### src/rtl/fetch_unit_pkg.sv
// Shared types for the instruction fetch front end.
package fetch_unit_pkg;

    typedef logic [31:0] word_t;

    typedef enum logic [1:0] {
        FETCH = 2'd0,
        DROP  = 2'd1,
        HALT  = 2'd2
    } fetch_state_t;

    typedef struct packed {
        word_t pc;
        word_t instr;
    } fetch_entry_t;

endpackage

### src/rtl/fetch_unit_fifo.sv
// Instruction buffer: DEPTH entries of {pc, instr}; clear dominates push and pop.
module fetch_fifo
    import fetch_unit_pkg::*;
#(
    parameter int DEPTH = 2,
    localparam int CW = $clog2(DEPTH + 1),
    localparam int PW = $clog2(DEPTH)
) (
    input  logic         CLK,
    input  logic         nRST,
    input  logic         push,
    input  fetch_entry_t push_data,
    input  logic         pop,
    input  logic         clear,
    output fetch_entry_t head,
    output logic         full,
    output logic         empty,
    output logic [CW-1:0] count
);

    fetch_entry_t mem [DEPTH];
    logic [PW-1:0] wr_ptr;
    logic [PW-1:0] rd_ptr;

    always_ff @(posedge CLK or negedge nRST) begin
        if (!nRST) begin
            wr_ptr <= '0;
            rd_ptr <= '0;
            count  <= '0;
        end else if (clear) begin
            wr_ptr <= '0;
            rd_ptr <= '0;
            count  <= '0;
        end else begin
            if (push) wr_ptr <= wr_ptr + 1'b1;
            if (pop)  rd_ptr <= rd_ptr + 1'b1;
            count <= count + CW'(push) - CW'(pop);
        end
    end

    // Storage needs no reset: entries are only visible once count says so.
    always_ff @(posedge CLK) begin
        if (push && !clear) mem[wr_ptr] <= push_data;
    end

    assign head  = mem[rd_ptr];
    assign empty = (count == '0);
    assign full  = (count == CW'(DEPTH));

endmodule

### src/rtl/fetch_unit.sv
// Fetch front end: owns the fetch PC, issues one outstanding imem request at a time,
// buffers returned words and hands them to decode under a valid/ready handshake.
module fetch_unit
    import fetch_unit_pkg::*;
#(
    parameter word_t RESET_PC = 32'h0000_0000,
    parameter int    DEPTH    = 2
) (
    input  logic         CLK,
    input  logic         nRST,
    output logic         imem_ren,
    output word_t        imem_addr,
    input  logic         imem_ready,
    input  word_t        imem_rdata,
    output word_t        instr,
    output word_t        pc,
    output logic         instr_valid,
    input  logic         instr_ready,
    input  logic         redirect,
    input  word_t        redirect_pc,
    input  logic         halt,
    output logic         halted,
    output fetch_state_t dbg_state
);

    localparam int CW = $clog2(DEPTH + 1);

    // Handshakes: a request is live while imem_ren=1 and completes on the cycle
    // imem_ready=1; imem_ren/imem_addr never change while live. Decode takes the
    // head on any cycle with instr_valid && instr_ready.

    fetch_state_t  state;
    word_t         fetch_pc;
    fetch_entry_t  head;
    logic          full;
    logic          empty;
    logic [CW-1:0] count;
    logic [CW-1:0] count_after;
    logic          fire;
    logic          hold;
    logic          push;
    logic          pop;
    logic          clear;
    word_t         seq_pc;

    assign fire   = imem_ren && imem_ready;
    assign hold   = imem_ren && !imem_ready;
    assign pop    = instr_valid && instr_ready;
    assign clear  = (state != HALT) && (halt || redirect);
    assign push   = (state == FETCH) && fire && !halt && !redirect && !full;
    assign seq_pc = imem_addr + 32'd4;

    // Occupancy after this edge decides whether the next request may issue.
    assign count_after = clear ? '0 : (count + CW'(push) - CW'(pop));

    fetch_fifo #(.DEPTH(DEPTH)) u_fifo (
        .CLK       (CLK),
        .nRST      (nRST),
        .push      (push),
        .push_data ('{pc: imem_addr, instr: imem_rdata}),
        .pop       (pop),
        .clear     (clear),
        .head      (head),
        .full      (full),
        .empty     (empty),
        .count     (count)
    );

    always_ff @(posedge CLK or negedge nRST) begin
        if (!nRST) begin
            state     <= FETCH;
            fetch_pc  <= RESET_PC;
            imem_ren  <= 1'b0;
            imem_addr <= RESET_PC;
            halted    <= 1'b0;
        end else begin
            case (state)
                FETCH: begin
                    if (halt) begin
                        state    <= HALT;
                        halted   <= 1'b1;
                        imem_ren <= hold;
                    end else if (redirect) begin
                        fetch_pc <= redirect_pc;
                        if (hold) begin
                            state <= DROP;
                        end else begin
                            imem_ren  <= 1'b1;
                            imem_addr <= redirect_pc;
                        end
                    end else if (!hold) begin
                        if (fire) fetch_pc <= seq_pc;
                        imem_ren  <= (count_after < CW'(DEPTH));
                        imem_addr <= fire ? seq_pc : fetch_pc;
                    end
                end
                // fetch_pc already holds the redirect target; imem_addr keeps the stale request.
                DROP: begin
                    if (halt) begin
                        state    <= HALT;
                        halted   <= 1'b1;
                        imem_ren <= hold;
                    end else begin
                        if (redirect) fetch_pc <= redirect_pc;
                        if (fire) begin
                            state     <= FETCH;
                            imem_ren  <= 1'b1;
                            imem_addr <= redirect ? redirect_pc : fetch_pc;
                        end
                    end
                end
                HALT: begin
                    imem_ren <= hold;
                end
                default: begin
                    state <= FETCH;
                end
            endcase
        end
    end

    assign instr_valid = !empty;
    assign instr       = instr_valid ? head.instr : '0;
    assign pc          = instr_valid ? head.pc : '0;
    assign dbg_state   = state;

endmodule

### config.mk
export PLATFORM = sky130hd
export DESIGN_NAME = fetch_unit
export DESIGN_NICKNAME = d
export VERILOG_FILES = /design/src/rtl/fetch_unit_pkg.sv /design/src/rtl/fetch_unit_fifo.sv /design/src/rtl/fetch_unit.sv
export SDC_FILE = /design/constraint.sdc
export NUM_CORES = 1
export LEC_CHECK = 0
export ABC_AREA = 1
export CAP_MARGIN = 30
export CORE_UTILIZATION = 55
export CTS_BUF_LIST = sky130_fd_sc_hd__clkbuf_8
export DETAILED_ROUTE_END_ITERATION = 6
export PLACE_DENSITY = 0.83
export SETUP_SLACK_MARGIN = 0.1
export SKIP_CTS_REPAIR_TIMING = 1
export SLEW_MARGIN = 20
export SYNTH_ARGS = -nofsm -noshare
export SYNTH_HDL_FRONTEND = slang
export SYNTH_SLANG_ARGS = --single-unit
export TNS_END_PERCENT = 50
### constraint.sdc
create_clock -name CLK -period 7.8 [get_ports CLK]
set_clock_uncertainty 0.1 [all_clocks]
set_input_delay 1.95 -clock CLK [delete_from_list [all_inputs] [get_ports CLK]]
set_output_delay 1.95 -clock CLK [all_outputs]
set_load 0.02 [all_outputs]
==> summary.txt <==
Cells and area
  • Diodes inserted: 0
  • Layout area overhead: 24.5%
  • Total Nets Final: 1338
  • Fraction of layout cells with a size suffix above 1: 5.10%

Synthesis
  • Top_reg_cell synth: edfxtp_1
  • Yosys warns: 0
  • Top-area cell type share of the netlist area: 40.4%
  • Synth Net Count: about 1200
  • EDFF count, synth: 128
  • Top-count cell post-synth: nand2_1
  • Share of synthesized flip-flops with an asynchronous set or reset: 36.0%
  • Synthesis-stage register bit count: 200
  • Post-synthesis sequential area ratio: 59.3%
  • Post-synth cell types: 32
  • Post-Syn Instances: 1107
  • Synth top cells by count: 457 x nand2_1, 128 x edfxtp_1, 91 x inv_1
  • Largest cells by area after synthesis: edfxtp_1 40%, dfrtp_1 19%, nand2_1 18%, a21oi_1 3.7%, inv_1 3.6%
  • Netlist area before placement: 0.00952 mm2
  • Cell accounting for the most synthesized area: edfxtp_1
  • Avg Synthesized Cell Area: 8.60 um2

Power and ir drop
  • Pleak: roughly 5 nW
  • Gate power share: 43.9%
  • Int Pwr: about 2.3 mW
  • Net Sw Power: 1.72 mW
  • Pwr per Cell Area: 339 mW/mm2
  • Worst VDD drop: about 0.0002 V
  • Sequential share of power: 40.0%
  • Clk pwr share: 16.1%
  • Switching share of total power: a little over two fifths

GRT
  • Vias in the first global route: 7333
  • Largest net degree at the start of global routing: 73
  • Initial antenna violation count: 0
  • GR Overflow Total: 0
  • First-pass GRT wire length: 36600 um
  • Total track usage: 26.6%

Run
  • Max cap viols: 0

Status
  • Run status: finished clean

Drt
  • Post-route ant nets: 0
  • DRT iter0 DRCs: 744
  • Vias per cell: 5.36
  • Vias: 8001
  • Drc violations: 0
  • WL final: 23300 um
  • Drt first pass iters: 5
  • Avg WL per Cell: 15.6 um

Critical path
  • Worst Setup End Kind: flip-flop
  • Worst EP required: roughly 7800 ps
  • FF-to-FF path depth: 7
  • Startpoint types: primary input
  • Crit path DAT: about 4600 ps
  • Critical Path Fanout Max: 39
  • Critical path type: primary input to flip-flop
  • Reg-to-reg slack, setup: between 4000 and 5000 ps

Clocking
  • Root Buffer: clkbuf_8
  • Worst-path clk slew: 100 ps
  • CTS tree: yes
  • Clk buf depth: 2
  • CTS H-Tree Depth: 4
  • Worst skew pair latency: 490 ps
  • Number of CTS-inserted buffers: 17
  • CTS Sinks: 200

STA
  • Measured slew at the worst slew-check pin: approximately 770 ps
  • RSZ-0062 raised after global routing: false
  • Worst hold slack: ~390 ps
  • Fin crit share: 57.9%
  • Final number of setup-violating endpoints: 0
  • Final TNS setup: 0 ps
  • Max Slew Vio Count: 0
  • Minimum clock period: 4520 ps
  • Fmax: approximately 220 MHz
  • Slew HR: 48.8%
  • Hold Vio Cnt, Final: 0

Floorplanning
  • Ports: 171
  • Initial core utilization: 56.8%
  • Die Y-Extent: 134 um
  • Die footprint: 0.0178 mm2
  • Rows: 47
  • Die width: approximately 130 um
  • CORE AREA: 0.0168 mm2

Placement
  • HPWL Detailed: between 15000 and 20000 um
  • Placer Congestion: 0.888
  • IO buf count: 170

Min path
  • HP Class: flip-flop to flip-flop
  • Hold Path Depth: 2
-- cell usage in the layout, fill, tap and decap left out, drive strengths merged --
cell	n
a211oi	1
a21boi	2
a21oi	71
a221oi	1
buf	15
bufinv	1
clkbuf	17
clkdlybuf4s50	169
clkinv	6
clkinvlp	4
dfrtp	72
edfxtp	128
ha	7
inv	101
nand2	458
nand3	63
nand3b	5
nand4	2
nor2	64
nor3	6
o211ai	4
o21ai	65
o21bai	2
o221ai	1
or2	4
xnor2	1
xor2	4
-- final cells by class --
cell class | instances | area, um2
Multi-Input combinational cell | 761 | 3320
Fill cell | 1244 | 4920
Timing Repair Buffer | 184 | 1830
Tap cell | 220 | 275
Clock inverter | 15 | 165
Sequential cell | 200 | 5650
Inverter | 97 | 364
Clock buffer | 17 | 234
-- sequential cells by signal (all words and copies together), names as in the netlist --
name / flops
imem_ren: 1
fetch_pc: 32
u_fifo.rd_ptr: 1
u_fifo.wr_ptr: 1
dbg_state: 2
imem_addr: 32
halted: 1
u_fifo.mem: 128
u_fifo.count: 2
-- per-stage QoR --
step / util, % / std cells / cell area, um2 / setup WS [ps] / total power [mW]
floorplan: - / 1107 / 9520 / 2050 / 2.59
global placement: 68.0 / 1459 / 11400 / 2830 / 3.32
detailed placement: 68.1 / 1461 / 11400 / 2800 / 3.37
CTS: 70.5 / 1493 / 11800 / 3270 / 4.01
global route: 70.7 / 1494 / 11800 / 3150 / 4.26
finish: 70.7 / 1494 / 11800 / 3280 / 4.02
-- power by group through the flow --
stage	registers [mW]	logic [mW]	clock network, mW
after global placement	1.61	1.70	0
after CTS	1.60	1.76	0.655
after floorplan	1.62	0.966	0
after detailed placement	1.62	1.75	0
after global routing	1.63	1.93	0.702
final	1.61	1.76	0.646
-- worst max-delay path: stages --
cell and delay, ps:
clkdlybuf4s50_1 400, buf_4 240, nor3_1 420, nand3_1 300
nor2_4 660, buf_4 550
-- routing by layer --
metal | up-vias | GRT usage, % | part of all wire (%)
met1 | 3680 | 36.0 | 43
met5 | - | 0 | 0
met4 | 0 | 8.27 | 1.8
met3 | 41 | 6.16 | 8.4
met2 | 379 | 42.8 | 47
li1 | 3901 | - | -
-- cell families after synthesis --
| logic type | after synthesis | synth area share (%) |
|---|---|---|
| AND/OR/NAND/NOR | 602 | 25.2 |
| AO/OA/AOI/OAI | 147 | 8.09 |
| buffers and inverters | 146 | 5.97 |
| XOR/XNOR | 5 | 0.460 |
| adder cells (fa/ha/maj) | 7 | 0.920 |
| flip-flops | 200 | 59.3 |
-- worst paths after layout --
| path | start | endpoint |
|---|---|---|
| hold reg to reg | halted | halted |
| min in group asynchronous | nRST | imem_addr[24] |
| setup reg to reg | dbg_state[0] | u_fifo.mem[0][52] |
| hold / removal | halted | halted |
| setup / recovery | redirect | u_fifo.mem[0][52] |
| max in group asynchronous | nRST | u_fifo.rd_ptr |
Note: power is estimated with default switching activity, not from simulation.
